$ cat src/rtl/magic_nor_if.sv
// ---------------------------------------------------------------------------
// magic_nor_if : host <-> MAGIC NOR executor program/vector/result bundle
// Rev 1.0
// ---------------------------------------------------------------------------
`default_nettype none

interface magic_nor_if #(
  parameter int N_IN = 8,
  parameter int CW   = 5,
  parameter int PW   = 6,
  parameter int AW   = 5
);
  logic            prog_we;
  logic [AW-1:0]   prog_addr;
  logic [3*CW-1:0] prog_data;
  logic [PW-1:0]   prog_len;
  logic [CW-1:0]   out_idx;
  logic            in_valid;
  logic            in_ready;
  logic [N_IN-1:0] x;
  logic            out_valid;
  logic            out_ready;
  logic            z;
  logic            err;
  logic            busy;

  modport master (
    output prog_we, prog_addr, prog_data, prog_len, out_idx, in_valid, x, out_ready,
    input  in_ready, out_valid, z, err, busy
  );

  modport slave (
    input  prog_we, prog_addr, prog_data, prog_len, out_idx, in_valid, x, out_ready,
    output in_ready, out_valid, z, err, busy
  );
endinterface

`default_nettype wire

$ cat src/rtl/magic_nor_executor.sv
// ---------------------------------------------------------------------------
// magic_nor_executor : serial INIT/EVAL executor for MAGIC NOR micro-programs
// Rev 1.0
// ---------------------------------------------------------------------------
`default_nettype none

module magic_nor_executor #(
  parameter int N_IN    = 8,
  parameter int N_CELLS = 32,
  parameter int N_OPS   = 32,
  parameter int CW      = $clog2(N_CELLS),
  parameter int PW      = $clog2(N_OPS) + 1
) (
  input  logic       clk,
  input  logic       rst_n,
  magic_nor_if.slave bus
);
  localparam int AW = (N_OPS > 1) ? $clog2(N_OPS) : 1;

  typedef enum logic [2:0] {
    S_IDLE = 3'd0,
    S_LOAD = 3'd1,
    S_INIT = 3'd2,
    S_EVAL = 3'd3,
    S_DONE = 3'd4
  } state_t;

  state_t          state;
  logic [N_CELLS-1:0] cells;
  logic [3*CW-1:0] prog_mem [N_OPS];
  logic [PW-1:0]   len;
  logic [PW-1:0]   pc;
  logic [CW-1:0]   oidx;
  logic            out_valid;
  logic            z;
  logic            err;

  logic [CW-1:0]   src_a;
  logic [CW-1:0]   src_b;
  logic [CW-1:0]   dst;
  logic [PW-1:0]   pc_next;
  logic [PW-1:0]   len_clamped;
  logic            op_bad;
  logic            oidx_bad;

  assign {src_a, src_b, dst} = prog_mem[pc[AW-1:0]];
  assign pc_next     = pc + PW'(1);
  assign len_clamped = (bus.prog_len > PW'(N_OPS)) ? PW'(N_OPS) : bus.prog_len;

  // Inputs are read-only; every index must also land inside the row.
  assign op_bad   = (32'(dst) < 32'(N_IN)) || (32'(dst) >= 32'(N_CELLS)) ||
                    (32'(src_a) >= 32'(N_CELLS)) || (32'(src_b) >= 32'(N_CELLS));
  assign oidx_bad = (32'(oidx) >= 32'(N_CELLS));

  always_ff @(posedge clk) begin
    if (bus.prog_we && state == S_IDLE) begin
      prog_mem[bus.prog_addr] <= bus.prog_data;
    end
  end

  always_ff @(posedge clk or negedge rst_n) begin
    if (!rst_n) begin
      state     <= S_IDLE;
      cells     <= '0;
      len       <= '0;
      pc        <= '0;
      oidx      <= '0;
      out_valid <= 1'b0;
      z         <= 1'b0;
      err       <= 1'b0;
    end else begin
      case (state)
        S_IDLE: begin
          if (bus.in_valid) begin
            cells[N_IN-1:0] <= bus.x;
            len             <= len_clamped;
            oidx            <= bus.out_idx;
            pc              <= '0;
            state           <= S_LOAD;
          end
        end
        S_LOAD: begin
          state <= (len == '0) ? S_DONE : S_INIT;
        end
        S_INIT: begin
          if (op_bad) begin
            err   <= 1'b1;
            state <= S_DONE;
          end else begin
            cells[dst] <= 1'b1;
            state      <= S_EVAL;
          end
        end
        S_EVAL: begin
          // MAGIC only switches 1->0, so the NOR is folded onto the preset 1.
          cells[dst] <= cells[dst] & ~(cells[src_a] | cells[src_b]);
          pc         <= pc_next;
          state      <= (pc_next == len) ? S_DONE : S_INIT;
        end
        S_DONE: begin
          if (!out_valid) begin
            out_valid <= 1'b1;
            if (err || oidx_bad) begin
              err <= 1'b1;
              z   <= 1'b0;
            end else begin
              z <= cells[oidx];
            end
          end else if (bus.out_ready) begin
            out_valid <= 1'b0;
            err       <= 1'b0;
            state     <= S_IDLE;
          end
        end
        default: state <= S_IDLE;
      endcase
    end
  end

  assign bus.in_ready  = (state == S_IDLE);
  assign bus.busy      = (state != S_IDLE);
  assign bus.out_valid = out_valid;
  assign bus.z         = z;
  assign bus.err       = err;

endmodule

`default_nettype wire

$ cat src/flat_wrapper.sv
// flat-port wrapper written by rule: the top's interface ports become plain ports
module magic_nor_executor_flat 
#(
  parameter int N_IN    = 8,
  parameter int N_CELLS = 32,
  parameter int N_OPS   = 32,
  parameter int CW      = $clog2(N_CELLS),
  parameter int PW      = $clog2(N_OPS) + 1
)
  (clk, rst_n, bus_prog_we, bus_prog_addr, bus_prog_data, bus_prog_len, bus_out_idx, bus_in_valid, bus_x, bus_out_ready, bus_in_ready, bus_out_valid, bus_z, bus_err, bus_busy);
  magic_nor_if #(.N_IN(N_IN), .CW(CW), .PW(PW), .AW(5)) bus_i ();
  input  logic clk;
  input  logic rst_n;
  input wire logic [$bits(bus_i.prog_we)-1:0] bus_prog_we;
  input wire logic [$bits(bus_i.prog_addr)-1:0] bus_prog_addr;
  input wire logic [$bits(bus_i.prog_data)-1:0] bus_prog_data;
  input wire logic [$bits(bus_i.prog_len)-1:0] bus_prog_len;
  input wire logic [$bits(bus_i.out_idx)-1:0] bus_out_idx;
  input wire logic [$bits(bus_i.in_valid)-1:0] bus_in_valid;
  input wire logic [$bits(bus_i.x)-1:0] bus_x;
  input wire logic [$bits(bus_i.out_ready)-1:0] bus_out_ready;
  output wire logic [$bits(bus_i.in_ready)-1:0] bus_in_ready;
  output wire logic [$bits(bus_i.out_valid)-1:0] bus_out_valid;
  output wire logic [$bits(bus_i.z)-1:0] bus_z;
  output wire logic [$bits(bus_i.err)-1:0] bus_err;
  output wire logic [$bits(bus_i.busy)-1:0] bus_busy;
  assign bus_i.prog_we = bus_prog_we;
  assign bus_i.prog_addr = bus_prog_addr;
  assign bus_i.prog_data = bus_prog_data;
  assign bus_i.prog_len = bus_prog_len;
  assign bus_i.out_idx = bus_out_idx;
  assign bus_i.in_valid = bus_in_valid;
  assign bus_i.x = bus_x;
  assign bus_i.out_ready = bus_out_ready;
  assign bus_in_ready = bus_i.in_ready;
  assign bus_out_valid = bus_i.out_valid;
  assign bus_z = bus_i.z;
  assign bus_err = bus_i.err;
  assign bus_busy = bus_i.busy;
  magic_nor_executor #(.N_IN(N_IN), .N_CELLS(N_CELLS), .N_OPS(N_OPS), .CW(CW), .PW(PW)) u_core (.clk(clk), .rst_n(rst_n), .bus(bus_i));
endmodule
$ cat config.mk
export PLATFORM = sky130hd
export DESIGN_NAME = magic_nor_executor_flat
export DESIGN_NICKNAME = d
export VERILOG_FILES = /design/src/rtl/magic_nor_if.sv /design/src/rtl/magic_nor_executor.sv /design/src/flat_wrapper.sv
export SDC_FILE = /design/constraint.sdc
export NUM_CORES = 1
export LEC_CHECK = 0
export BUFFER_PORTS_ARGS = -buffer_cell sky130_fd_sc_hd__buf_2
export CAP_MARGIN = 20
export CORE_MARGIN = 2
export CORE_UTILIZATION = 55
export CTS_BUF_LIST = sky130_fd_sc_hd__clkbuf_8 sky130_fd_sc_hd__clkbuf_16
export CTS_CLUSTER_DIAMETER = 40
export DETAILED_ROUTE_END_ITERATION = 16
export PLACE_DENSITY = 0.77
export SLEW_MARGIN = 20
export SYNTH_ARGS = -nofsm -noshare
export SYNTH_HDL_FRONTEND = slang
export SYNTH_SLANG_ARGS = --single-unit
export TNS_END_PERCENT = 100
$ cat constraint.sdc
create_clock -name clk -period 10.3 [get_ports clk]
set_input_delay 1.545 -clock clk [delete_from_list [all_inputs] [get_ports clk]]
set_output_delay 1.545 -clock clk [all_outputs]
set_load 0.02 [all_outputs]
* Word level (Yosys, flattened, before mapping)
Memory sizes are Yosys's and may differ from the RTL's.
Cells that the tools add are included.
** Storage, ports and cells
- Register bits after elaboration :: 55
- Bits in writable memories :: 480
- Input port bits :: 44
- Output and inout port bits :: 5
- Word-level logic and storage cells :: 85
- Memories :: 1
** Operators by class
- $add $sub $neg :: 1
- Magnitude comparators :: 7
- Eq/ne operators :: 11
- Multiplexer cells :: 35
- Bitwise operators :: 5
- Reductions and logical operators :: 16
** Memory list
- u_core.prog_mem :: words 32, bits a word 15, read ports 1, clocked after Yosys merged registers in 0, wr ports 1, RTL line magic_nor_executor.sv:30 : logic [3*CW-1:0] prog_mem [N_OPS];
** Operators by type and width (count)
- $pmux W24 S2 :: 1
- $bwmux W32 :: 1
- $mux W32 :: 1
- $or A32 B32 Y32 :: 1
- $lt A5 B6 Y1 const B :: 4
- $pmux W8 S3 :: 1
- $bmux W1 S5 :: 4
- $mux W3 :: 6
- $pmux W3 S5 :: 1
- $mux W1 :: 14
- $mux W6 :: 2
- $pmux W6 S2 :: 1
- $reduce_and A3 Y1 :: 3
- $mux W8 :: 1
- $reduce_and A2 Y1 :: 4
- $add A6 B1 Y6 const B :: 1
- $eq A3 B2 Y1 const B :: 2
- $eq A6 B6 Y1 :: 1
- $gt A6 B6 Y1 const B :: 1
- $logic_not A6 Y1 :: 1
- $ne A2 B2 Y1 const B :: 3
- $reduce_bool A2 Y1 :: 3
- $reduce_bool A3 Y1 :: 2
- $demux W1 S5 :: 1
- 12 further kinds :: 15

* Longest topological paths before layout
An unclocked memory read counts as a cell.
- Depth after elaboration :: 8
- Gate-level depth with buffers :: 17
- Mapped depth without buffers :: 11

* Worst setup path after synthesis
No wires, ideal clock.
- Kind :: reg-to-reg
- Start point :: reg u_core.pc[0]
- End point :: reg u_core.cells[12]
- Library setup time :: 82 ps
- Data arrival time :: 3379 ps
- Required time :: 10218 ps
- Path slack :: 6839 ps
- Stages on the path, launching flop included :: 16
- Path buffers :: 5
- Period minus slack after synthesis :: 3461 ps
- Cell sequence :: dfrtp_1 > buf_6 > buf_8 > buf_4 > mux2i_1 > o221ai_1 > nand3_1 > a32oi_2 > buf_2 > mux2i_1 > nand2_1 > and3_1 > a2111oi_2 > nand4b_4 > buf_6 > a31oi_1
** On the way
- Cells in the longest elaborated chain, start to end :: 8
- Elaborated cells on any way between the ends :: 22
- Those cells by class :: order compare: 3; eq/ne: 1; mux: 11; bitwise: 4; reduce/logical: 2; memory: 1
** Ends and longest elaborated chain
- start: declaration :: RTL line magic_nor_executor.sv:32 : logic [PW-1:0] pc;
- start signal: assignment :: RTL line magic_nor_executor.sv:97 : pc <= pc_next;
- $mem_v2 Z32 W15 (*)
- $lt A5 B6 Y1 (not written as such) (tied with other cells) :: RTL line magic_nor_executor.sv:90, magic_nor_executor.sv:96
- $logic_and A1 B1 Y1 (not written as such) / $mux W1 (equally long branches) :: RTL line magic_nor_executor.sv:90, magic_nor_executor.sv:96
- $mux W1 (not written as such) / $or A1 B1 Y1 (equally long branches) :: RTL line magic_nor_executor.sv:90, magic_nor_executor.sv:96
- $demux W1 S5 / $not A1 Y1 (equally long branches)
- $or A32 B32 Y32 (no line) / $and A1 B1 Y1 (equally long branches)
- $mux W32 / $bwmux W32 (equally long branches) :: RTL line magic_nor_executor.sv:86, magic_nor_executor.sv:96
- $pmux W24 S2 :: RTL line magic_nor_executor.sv:72 : case (state)
- end signal: indexed assignment :: RTL line magic_nor_executor.sv:75 : cells[N_IN-1:0] <= bus.x;
- end signal: indexed assignment :: RTL line magic_nor_executor.sv:96 : cells[dst] <= cells[dst] & ~(cells[src_a] | cells[src_b]);
- end: declaration :: RTL line magic_nor_executor.sv:29 : logic [N_CELLS-1:0] cells;
Mark *: on every way between the ends. The rest lies on a longest branch, timed or not. The select of a mux whose other input is x is not followed.
A chain may end at the register's enable or synchronous reset.

* Final worst setup path
- Start point :: reg u_core.pc[2]
- End point :: reg u_core.cells[15]
The elaborated chain is that of the path after synthesis.

==> metrics.md <==
| Metric | Value |
|---|---|
| Outcome | `finished, final reports clean` |
| Initial standard-cell utilization of the core | `0.554` |
| Layout cells sized above 1 | `0.216` |
| Setup-failing EPs final | `0` |
| Max H-tree Level | `3` |
| Top cell type by total area after synthesis | `sky130_fd_sc_hd__edfxtp_1` |
| Global Route Usage Sum | `0.266` |
| Detailed-route wire length per cell | `27.3 um` |
| Sequential share of power | `0.412` |
| Final Max Tran Viols | `0` |
| Final RePlAce weighted congestion | `approximately 0.91` |
| Antenna violations before repair | `1` |
| Length of the first detailed-routing pass in iterations | `5` |
| Int Power | `4.59 mW` |
| Antenna viol nets, final | `0` |
| Area taken by flip-flops and latches | `about 0.016 mm2` |
| Count of buffers inserted at the top-level ports | `48` |
| Horiz. Die Dim | `around 210 um` |
| Pre-CTS setup slack | `between 5 and 6 ns` |
| Area used by multi-input combinational logic | `a little under 0.007 mm2` |
| Number of flops mapped to enable cells by yosys | `480` |
| Switching share of power | `0.311` |
| Synth-to-layout area growth | `13.8%` |
| Power per cell area | `253 mW/mm2` |
| Seq cells post-synth | `535` |
| CTS tree | `done` |
| Startpoint-to-endpoint class of the critical path | `reg -> reg` |
| Maximum number of pins on one net before global-route repair | `56` |
| Cells after synthesis | `about 1400` |
| Die area | `between 0.04 and 0.05 mm2` |
| Total setup buffers inserted after CTS | `0` |
| PostCTS Resize Cnt | `0` |
| Headroom to the max-slew limit | `0.229` |
| Yosys synthesis warning count | `0` |
| Post-synthesis sequential area ratio | `0.683` |
| Die height | `209 um` |
| Dominant register cell in the synthesized netlist | `sky130_fd_sc_hd__edfxtp_1` |
| Clock sink total | `535` |
| Cell class contributing the biggest share of worst-path delay | `simple AND/OR/NAND/NOR gates` |
| CP cell instances | `buf_4, mux4_2, o2bb2ai_1, a211oi_1, nor4_1, nor2_1, a22oi_1, o21ai_0, nor4_4, nand4b_4, a31oi_1` |
| Hold violation total from the final report | `0` |
| Clock network power share | `0.367` |
| Clock Skew | `about 0.036 ns` |
| Most frequent standard cell in the layout excluding fill and tap cells | `sky130_fd_sc_hd__edfxtp_1` |
| Delay contributed by the slowest stage of the critical path | `approximately 1 ns` |
| Buffer cell driving the clock tree root | `sky130_fd_sc_hd__clkbuf_16` |
| Proportion of power drawn by combinational gates | `0.220` |
| Period minus WS final | `between 5 and 6 ns` |
| Cell leakage power | `slightly below 9 nW` |
| IR drop worst, VDD | `roughly 0.17 mV` |
| Worst EP arrival | `between 5 and 6 ns` |
| Maximum frequency from static timing analysis | `just under 0.2 GHz` |
| Count of filler cells inserted in the layout | `a little under 3000` |
| Worst-path clk slew | `~0.060 ns` |
| Later-pin clock latency in the skew report | `roughly 0.62 ns` |
| Total Nets Final | `1549` |
| Top-Level Pins | `a little under 50` |
| Post-Synthesis Net Count | `about 1500` |
| Wire length of the first global-routing pass | `around 85 mm` |
| GR Overflow Total | `0` |
| Critical path's slowest cell | `sky130_fd_sc_hd__dfrtp_4` |
| Setup crit start kind | `flop` |
| Per-cell via count in the routed design | `approximately 6.5` |
| Class of the worst hold path | `reg -> reg` |
| Core Region | `~0.042 mm2` |
| Worst setup margin | `approximately 5 ns` |
| Top library cells by usage in the layout, fill and taps aside | `sky130_fd_sc_hd__edfxtp_1 (480), sky130_fd_sc_hd__mux2i_1 (201), sky130_fd_sc_hd__nand2_1 (80)` |
| Net switching component of the power | `roughly 2.1 mW` |
| Total buffers and inverters traversed by the critical path | `1` |
| Crit-path max FO | `50` |
| Share of async-settable or async-resettable flops after synthesis | `0.103` |
| Total via count after detailed routing | `~14000` |
| DRC Markers | `0` |
| Num CTS Buffers | `just under 70` |
| Synth unique cells | `71` |
| Synthesized cell area | `between 0.02 and 0.025 mm2` |
| Number of core rows | `75` |
| Required time of the critical path | `between 10 and 15 ns` |
| Top area cells in the synthesized netlist | `sky130_fd_sc_hd__edfxtp_1 (62%), sky130_fd_sc_hd__mux2i_1 (8.7%), sky130_fd_sc_hd__mux4_2 (6.3%)` |
| Count of maximum capacitance violations | `0` |
| Top-area cell type share of the netlist area | `0.623` |
| Hold-fix buffers, CTS | `0` |
| Final wirelength | `57.3 mm` |
| Crit share post-route | `0.505` |
| Sum of negative setup slack | `0 ns` |
| Vias in the first global route | `13319` |
| Sum of net half-perimeters after detailed placement | `between 30 and 40 mm` |
| Setup repair after global routing missed its margin | `no` |
| Syn_area_per_cell | `between 15 and 20 um2` |
| Critical path endpoint category | `flop` |
| Initial DRC Count | `around 1700` |
| Maximum root-to-sink buffer count | `3` |
| Worst slew pin tran | `roughly 1.2 ns` |
path summary, 6_finish.rpt:
kind | startpoint | end | slack (ns) | cells after the start
setup / recovery | u_core.pc[2] | u_core.cells[15] | 5.10 | 11
hold / removal | u_core.bus.err | u_core.bus.z | 0.50 | 1
setup reg to reg | u_core.pc[2] | u_core.cells[15] | 5.10 | 11
hold reg to reg | u_core.bus.err | u_core.bus.z | 0.50 | 1
max in group asynchronous | rst_n | u_core.pc[0] | 8.71 | 2
min in group asynchronous | rst_n | u_core.cells[12] | 1.06 | 2
cells by family (layout without fill, tap and decap cells):
group | Yosys count | after routing | synth area share
DFF | 535 | 535 | 0.683
muxes | 286 | 286 | 0.160
and+or+nand+nor | 273 | 273 | 0.0589
AOI/OAI and AO/OA | 235 | 235 | 0.0698
buffers and inverters | 87 | 221 | 0.0245
xor gates and xnor gates | 9 | 9 | 0.00341
adders and majority gates | 1 | 1 | 0.000541
other | 0 | 2 | 0
per-layer routing:
layer | up-vias | track usage | part of all wire
li1 | 5876 | - | -
met1 | 6869 | 0.374 | 0.40
met2 | 836 | 0.414 | 0.47
met3 | 135 | 0.0521 | 0.10
met4 | 0 | 0.105 | 0.034
met5 | - | 0 | 0
cell usage after synthesis, drive strengths merged, types with 3 or more instances:
master	n
a221oi	14
o31ai	4
nor3	14
nor2	70
dfrtp	55
a22oi	46
o221ai	7
and2	18
a32oi	3
nand3	24
nor4	5
mux2	19
a211o	3
nand2	80
o21a	8
nand4	7
o21ai	24
a211oi	4
buf	53
inv	9
edfxtp	480
a21oi	60
nor2b	11
a31oi	36
xnor2	8
and3	16
mux2i	202
mux4	65
a22o	5
o211ai	3
or2	4
nand2b	10
clkbuf	25
nand3b	3
flip-flops by register name, summed over array words and instances (netlist names), 3 cells and up:
name / count
u_core.prog_mem: 480
u_core.cells: 32
u_core.len: 6
u_core.pc: 6
u_core.oidx: 5
u_core.state: 3
through the flow:
stage               instances   util  area (um2)  power (mW)  hold WS (ns)
floorplan                1426      -       23100        3.85         0.468
global placement         1970  0.571       23900        4.20         0.482
detailed placement       1970  0.572       23900        4.22         0.484
CTS                      2097  0.628       26200        6.66         0.502
global route             2099  0.630       26300        6.91         0.544
finish                   2101  0.630       26300        6.65         0.500
final cells by class:
class | count | share of cell area
sequential | 535 | 0.601
multi-input combinational | 804 | 0.262
clock buffer | 69 | 0.0656
tap | 539 | 0.0256
clock inverter | 58 | 0.0247
timing repair buffer | 85 | 0.0203
inverter | 9 | 0.00128
antenna | 2 | 0.000190
power by group through the flow:
stage                     Sequential, mW  Combinational, mW  Clock, mW
after global routing                2.76               1.59       2.56
after detailed placement            2.78               1.44          0
after global placement              2.78               1.42          0
after CTS                           2.74               1.45       2.47
final                               2.74               1.47       2.44
after floorplan                     2.61               1.24          0
worst reg2reg max path, stage by stage (launching register included):
cell                        delay (ns)
sky130_fd_sc_hd__dfrtp_4          0.98
sky130_fd_sc_hd__buf_4            0.71
sky130_fd_sc_hd__mux4_2           0.63
sky130_fd_sc_hd__o2bb2ai_1        0.16
sky130_fd_sc_hd__a211oi_1         0.12
sky130_fd_sc_hd__nor4_1           0.69
sky130_fd_sc_hd__nor2_1           0.37
sky130_fd_sc_hd__a22oi_1          0.24
sky130_fd_sc_hd__o21ai_0          0.16
sky130_fd_sc_hd__nor4_4           0.30
sky130_fd_sc_hd__nand4b_4         0.44
sky130_fd_sc_hd__a31oi_1          0.33
(Power assumes the default switching activity.)
